## src/rtl/keypad_encoder.sv

```systemverilog
`default_nettype none
// ============================================================================
//  Module   : keypad_encoder
//  Purpose  : Debounced ten-key numeric keypad front end. Turns one-hot key
//             lines into a BCD digit plus a one-cycle digit-valid strobe,
//             rejecting bounce, multi-key presses and locked-out presses.
//  Options  : KEYPAD_REPEAT_EN - when defined, a key held in HOLD re-issues
//             its digit every REPEAT_CYCLES cycles.
//  Revision : 1.0 - initial release
// ============================================================================
module keypad_encoder #(
    parameter int DEBOUNCE_CYCLES = 4,
    parameter int REPEAT_CYCLES   = 50
) (
    input  logic       clock,
    input  logic       Cn,
    input  logic [9:0] keypad,
    input  logic       enablen,
    output logic [3:0] D,
    output logic       dv,
    output logic       busy
);

    localparam logic [1:0] S_IDLE     = 2'd0;
    localparam logic [1:0] S_DEBOUNCE = 2'd1;
    localparam logic [1:0] S_ISSUE    = 2'd2;
    localparam logic [1:0] S_HOLD     = 2'd3;

    // Press and release counts both end on the cycle their count reaches
    // DEBOUNCE_CYCLES, so the decision compares against the value before it.
    localparam logic [7:0] C_DEB      = 8'(DEBOUNCE_CYCLES);
    localparam logic [7:0] C_DEB_LAST = 8'(DEBOUNCE_CYCLES - 1);

    logic [9:0] r_sync1;
    logic [9:0] r_ks;
    logic [1:0] r_state;
    logic [1:0] w_state_nx;
    logic [3:0] r_code;
    logic [3:0] w_code_nx;
    logic [7:0] r_cnt;
    logic [7:0] w_cnt_nx;
    logic [7:0] r_rel;
    logic [7:0] w_rel_nx;
    logic [3:0] r_d;
    logic [3:0] w_d_nx;
    logic       r_dv;
    logic       w_dv_nx;
    logic       r_busy;
    logic [3:0] w_key_code;
    logic       w_key_valid;
    logic       w_same_key;

`ifdef KEYPAD_REPEAT_EN
    localparam logic [7:0] C_RPT_LAST = 8'(REPEAT_CYCLES - 1);
    logic [7:0] r_rpt;
    logic [7:0] w_rpt_nx;
    logic [9:0] w_held_hot;
    assign w_held_hot = 10'd1 << r_code;
`else
    // Repeat period has no meaning without the repeat feature.
    logic [7:0] w_unused_rpt;
    assign w_unused_rpt = 8'(REPEAT_CYCLES);
`endif

    // Two-flop synchronizer for the asynchronous key lines
    always_ff @(posedge clock) begin
        if (!Cn) begin
            r_sync1 <= '0;
            r_ks    <= '0;
        end else begin
            r_sync1 <= keypad;
            r_ks    <= r_sync1;
        end
    end

    // Index of the highest set key line; only trusted when exactly one is set
    always_comb begin
        w_key_code = 4'd0;
        for (int i = 0; i < 10; i++) begin
            if (r_ks[i]) w_key_code = 4'(i);
        end
    end

    assign w_key_valid = (r_ks != 10'd0) && ((r_ks & (r_ks - 10'd1)) == 10'd0);
    assign w_same_key  = w_key_valid && (w_key_code == r_code);

    // Next-state and next-output decisions for the press/issue/release cycle
    always_comb begin
        w_state_nx = r_state;
        w_code_nx  = r_code;
        w_cnt_nx   = r_cnt;
        w_rel_nx   = r_rel;
        w_d_nx     = r_d;
        w_dv_nx    = 1'b0;
`ifdef KEYPAD_REPEAT_EN
        w_rpt_nx   = r_rpt;
`endif
        case (r_state)
            S_IDLE: begin
                w_cnt_nx = 8'd0;
                w_rel_nx = 8'd0;
                if (!enablen && w_key_valid) begin
                    w_state_nx = S_DEBOUNCE;
                    w_code_nx  = w_key_code;
                    w_cnt_nx   = 8'd1;
                end
            end
            S_DEBOUNCE: begin
                if (!enablen && w_same_key) begin
                    w_cnt_nx = r_cnt + 8'd1;
                    if (r_cnt == C_DEB_LAST) w_state_nx = S_ISSUE;
                end else begin
                    w_state_nx = S_IDLE;
                    w_cnt_nx   = 8'd0;
                end
            end
            S_ISSUE: begin
                w_d_nx     = r_code;
                w_dv_nx    = 1'b1;
                w_state_nx = S_HOLD;
                w_cnt_nx   = 8'd0;
                w_rel_nx   = 8'd0;
`ifdef KEYPAD_REPEAT_EN
                w_rpt_nx   = 8'd0;
`endif
            end
            S_HOLD: begin
                // Any activity on the lines restarts the release count.
                if (r_ks == 10'd0) begin
                    if (r_rel < C_DEB) w_rel_nx = r_rel + 8'd1;
                    if (r_rel == C_DEB_LAST) w_state_nx = S_IDLE;
                end else begin
                    w_rel_nx = 8'd0;
                end
`ifdef KEYPAD_REPEAT_EN
                // Repeat counting keeps running while locked out; only the
                // strobe itself is suppressed.
                if (r_ks == w_held_hot) begin
                    if (r_rpt == C_RPT_LAST) begin
                        w_rpt_nx = 8'd0;
                        w_dv_nx  = !enablen;
                    end else begin
                        w_rpt_nx = r_rpt + 8'd1;
                    end
                end else begin
                    w_rpt_nx = 8'd0;
                end
`endif
            end
            default: begin
                w_state_nx = S_IDLE;
            end
        endcase
    end

    // State, counters and registered outputs
    always_ff @(posedge clock) begin
        if (!Cn) begin
            r_state <= S_IDLE;
            r_code  <= 4'd0;
            r_cnt   <= 8'd0;
            r_rel   <= 8'd0;
            r_d     <= 4'd0;
            r_dv    <= 1'b0;
            r_busy  <= 1'b0;
`ifdef KEYPAD_REPEAT_EN
            r_rpt   <= 8'd0;
`endif
        end else begin
            r_state <= w_state_nx;
            r_code  <= w_code_nx;
            r_cnt   <= w_cnt_nx;
            r_rel   <= w_rel_nx;
            r_d     <= w_d_nx;
            r_dv    <= w_dv_nx;
            r_busy  <= (w_state_nx != S_IDLE);
`ifdef KEYPAD_REPEAT_EN
            r_rpt   <= w_rpt_nx;
`endif
        end
    end

    assign D    = r_d;
    assign dv   = r_dv;
    assign busy = r_busy;

endmodule
`default_nettype wire

```

## config.mk

```make
export PLATFORM = sky130hd
export DESIGN_NAME = keypad_encoder
export DESIGN_NICKNAME = d
export VERILOG_FILES = /design/src/rtl/keypad_encoder.sv
export SDC_FILE = /design/constraint.sdc
export NUM_CORES = 1
export LEC_CHECK = 0
export ABC_AREA = 0
export BUFFER_PORTS_ARGS = -buffer_cell sky130_fd_sc_hd__buf_2
export CAP_MARGIN = 15
export CELL_PAD_IN_SITES_DETAIL_PLACEMENT = 1
export CELL_PAD_IN_SITES_GLOBAL_PLACEMENT = 1
export CORE_MARGIN = 3
export CORE_UTILIZATION = 48
export CTS_CLUSTER_DIAMETER = 80
export DETAILED_ROUTE_END_ITERATION = 16
export PLACE_DENSITY = 0.79
export SYNTH_ARGS = -nofsm -noshare
export SYNTH_HDL_FRONTEND = slang
export SYNTH_SLANG_ARGS = --single-unit
```

## constraint.sdc

```tcl
create_clock -name clock -period 7.1 [get_ports clock]
set_clock_uncertainty 0.2 [all_clocks]
set_input_delay 1.42 -clock clock [delete_from_list [all_inputs] [get_ports clock]]
set_output_delay 1.42 -clock clock [all_outputs]
set_load 0.05 [all_outputs]
```

==> flow_metrics.env <==
export IMPL_status="finished, final reports clean"
export IMPL_fp_dieW_um=72.5
export IMPL_tritoncts="built"
export IMPL_core_area_um2=4140
export IMPL_synth_compound_gate_area_share_pct=9.79
export IMPL_dpl_cell_count=296
export IMPL_worst_setup_path_type="flop to flop"
export IMPL_antenna_cells=0
export IMPL_leakagePower_nw=0.919
export IMPL_path_delay_family="simple AND/OR/NAND/NOR gates"
export IMPL_worstSetupEndpointType="flop"
export IMPL_drt_iter0_drc=100
export IMPL_rsz0062_at_grt="no"
export IMPL_final_nets=273
export IMPL_num_vias=1688
export IMPL_drv_slew=0
export IMPL_syn_area_um2=2120
export IMPL_antenna_found_initial=0
export IMPL_power_total_mw=0.623
export IMPL_viasPerCell=5.55
export IMPL_final_cells=304
export IMPL_post_dp_cell_area_um2=2220
export IMPL_routed_wirelength_um=4340
export IMPL_post_synth_and_or_nand_nor_area_fraction_pct=32.1
export IMPL_synth_fa_ha_area_share_pct=5.13
export IMPL_yosysSeqAreaShare_pct=45.3
export IMPL_critPathRequiredTime_ns=7.12
export IMPL_start_util_pct=51.2
export IMPL_finalHoldViolations=0
export IMPL_die_y_um=72.5
export IMPL_finalCritPeriodShare_pct=45.2
export IMPL_ir_drop_mv=0.123
export IMPL_synth_xor_area_share_pct=0.826
export IMPL_synth_top_area_cell="dfxtp_1"
export IMPL_cts_buffers=5
export IMPL_synth_cells=237
export IMPL_synth_top_cells_by_count="dfxtp_1, nor2_1, and2_1"
export IMPL_row_count=23
export IMPL_wl_per_cell_um=14.3
export IMPL_start_kind="flop"
export IMPL_grt_max_degree=28
export IMPL_synth_top_family_by_area="simple AND/OR/NAND/NOR gates"
export IMPL_synth_avg_cell_area_um2=8.95
export IMPL_cts_buffer_depth=2
export IMPL_cts_clk_slew_worst_paths_ns=0.10
export IMPL_cts_setup_buffers=0
export IMPL_cts_root_buf="clkbuf_8"
export IMPL_clock_latency_ns=0.30
export IMPL_gp_congestion=0.798
export IMPL_synthFlopType="dfxtp_1"
export IMPL_final_cell_area_um2=2310
export IMPL_first_pass_iters=4
export IMPL_io_pins=19
export IMPL_final_min_clock_period_ns=3.21
export IMPL_drv_cap=0
export IMPL_synth_seq_cells=48
export IMPL_synthMuxAreaShare_pct=3.30
export IMPL_dieArea_um2=5250
export IMPL_synth_edff_count=0
export IMPL_worst_pin_slew_ns=0.769
export IMPL_slew_headroom_pct=48.2
export IMPL_grtUsageTotal_pct=18.3
export IMPL_tns_ns=0
export IMPL_cellPowerDensity_nw_per_um2=269
export IMPL_ys_types=47
export IMPL_crit_arrival_ns=3.23
export IMPL_grt_pass1_wl_um=7620
export IMPL_drive_gt1_share_pct=13.4
export IMPL_setup_viol_count_final=0
export IMPL_h_tree_depth=2
export IMPL_yosysMostFrequentCell="dfxtp_1"
export IMPL_hp_class="flop to flop"
export IMPL_fill_cells=499
export IMPL_synthesis_nets=257
export IMPL_timing_critical_path_fanout_max=11
export IMPL_port_buffers=18
export IMPL_slowest_delay_ns=0.69
export IMPL_synth_top_area_share_pct=45.3
export IMPL_worst_path_buf_inv=0
export IMPL_grt_pass1_vias=1707
export IMPL_slowest_stage="or4_1"
export IMPL_whs_ns=0.243
export IMPL_fmax_ghz=0.312
export IMPL_cts_resized=0
export IMPL_overflow=0
export IMPL_crit_chain="nor4_1 -> nand2_2 -> maj3_2 -> or4_1 -> nor4_4 -> nand3b_1 -> a31oi_1"
export IMPL_clock_sinks=48
export IMPL_ys_warn_count=0
export IMPL_dp_hpwl_um=3130
export IMPL_ant_nets=0
export IMPL_synth_area_leaders="dfxtp_1, and2_1, nor2_1, ha_1, nand2_1"
export IMPL_hold_buffers=0
export IMPL_synthArstFlopShare_pct=0
export IMPL_syn_to_final_growth_pct=9.09
export IMPL_drc=0
[sequential cells by signal, indices dropped and copies added (netlist names)]
register / count
r_rel: 8
r_code: 4
D: 4
r_ks: 10
r_state: 2
busy: 1
r_cnt: 8
r_sync1: 10
dv: 1
[path summary, 6_finish.rpt]
check / startpoint / endpoint / slack, ns / cells past startpoint
setup / recovery: r_ks[1] / r_cnt[5] / 3.89 / 7
hold / removal: r_sync1[0] / r_ks[0] / 0.24 / 1
setup reg to reg: r_ks[1] / r_cnt[5] / 3.89 / 7
hold reg to reg: r_sync1[0] / r_ks[0] / 0.24 / 1
[worst register-to-register path, delay by kind of cell, from the launching register on]
kind	cells	cell delay, ns
AOI/OAI and AO/OA	1	0.16
adders and majority gates	1	0.31
DFF	1	0.35
and+or+nand+nor	5	2.11
[power by group]
| part | switching (mW) | internal [mW] |
|---|---|---|
| clock | 0.0947 | 0.0698 |
| combinational | 0.0992 | 0.0542 |
| sequential | 0.0171 | 0.287 |
| total | 0.211 | 0.412 |
[stage by stage]
| step | util, % | setup WS [ns] |
|---|---|---|
| 2_1_floorplan | - | 4.13 |
| 4_1_cts | 55.8 | 3.88 |
| 5_1_grt | 55.8 | 3.61 |
| 3_3_place_gp | 53.6 | 3.73 |
| 6_report | 55.8 | 3.89 |
| 3_5_place_dp | 53.6 | 3.68 |
[logic make-up after synthesis]
group,Yosys count
buf+inv,15
flops,48
compound gates,32
mux,7
xor+xnor,2
simple gates,124
fa+ha+maj,9
[routing by layer]
layer	routed length (µm)	track usage (%)	vias up
li1	-	-	857
met5	0	0	-
met3	121	3.46	12
met1	2130	23.1	795
met2	2000	30.5	24
met4	95	7.38	0
[cell usage in the layout, fill, tap and decap left out, types with 5 or more instances in the layout]
master    Yosys  routed
a21oi_1       6       6
a31oi_1       7       7
and2_1       22      22
buf_2         0      18
clkbuf_8      0       5
dfxtp_1      48      48
ha_1          7       7
inv_1         5       5
mux2i_1       7       7
nand2_1      19      19
nand3_1       9       9
nand3b_1      5       5
nor2_1       34      34
nor3_1        9       9
o21ai_0       7       7
[final cells by class]
class / instances / area (µm²) / share of cell area (%)
flip-flops and latches: 48 / 961 / 41.5
multi-input cells: 174 / 1080 / 46.9
inverters: 6 / 22.5 / 0.973
repair buffers: 18 / 90.1 / 3.89
clock inverters: 3 / 23.8 / 1.03
well taps: 50 / 62.6 / 2.70
clock buffers: 5 / 68.8 / 2.97
Note: power is estimated with default switching activity, not from simulation.
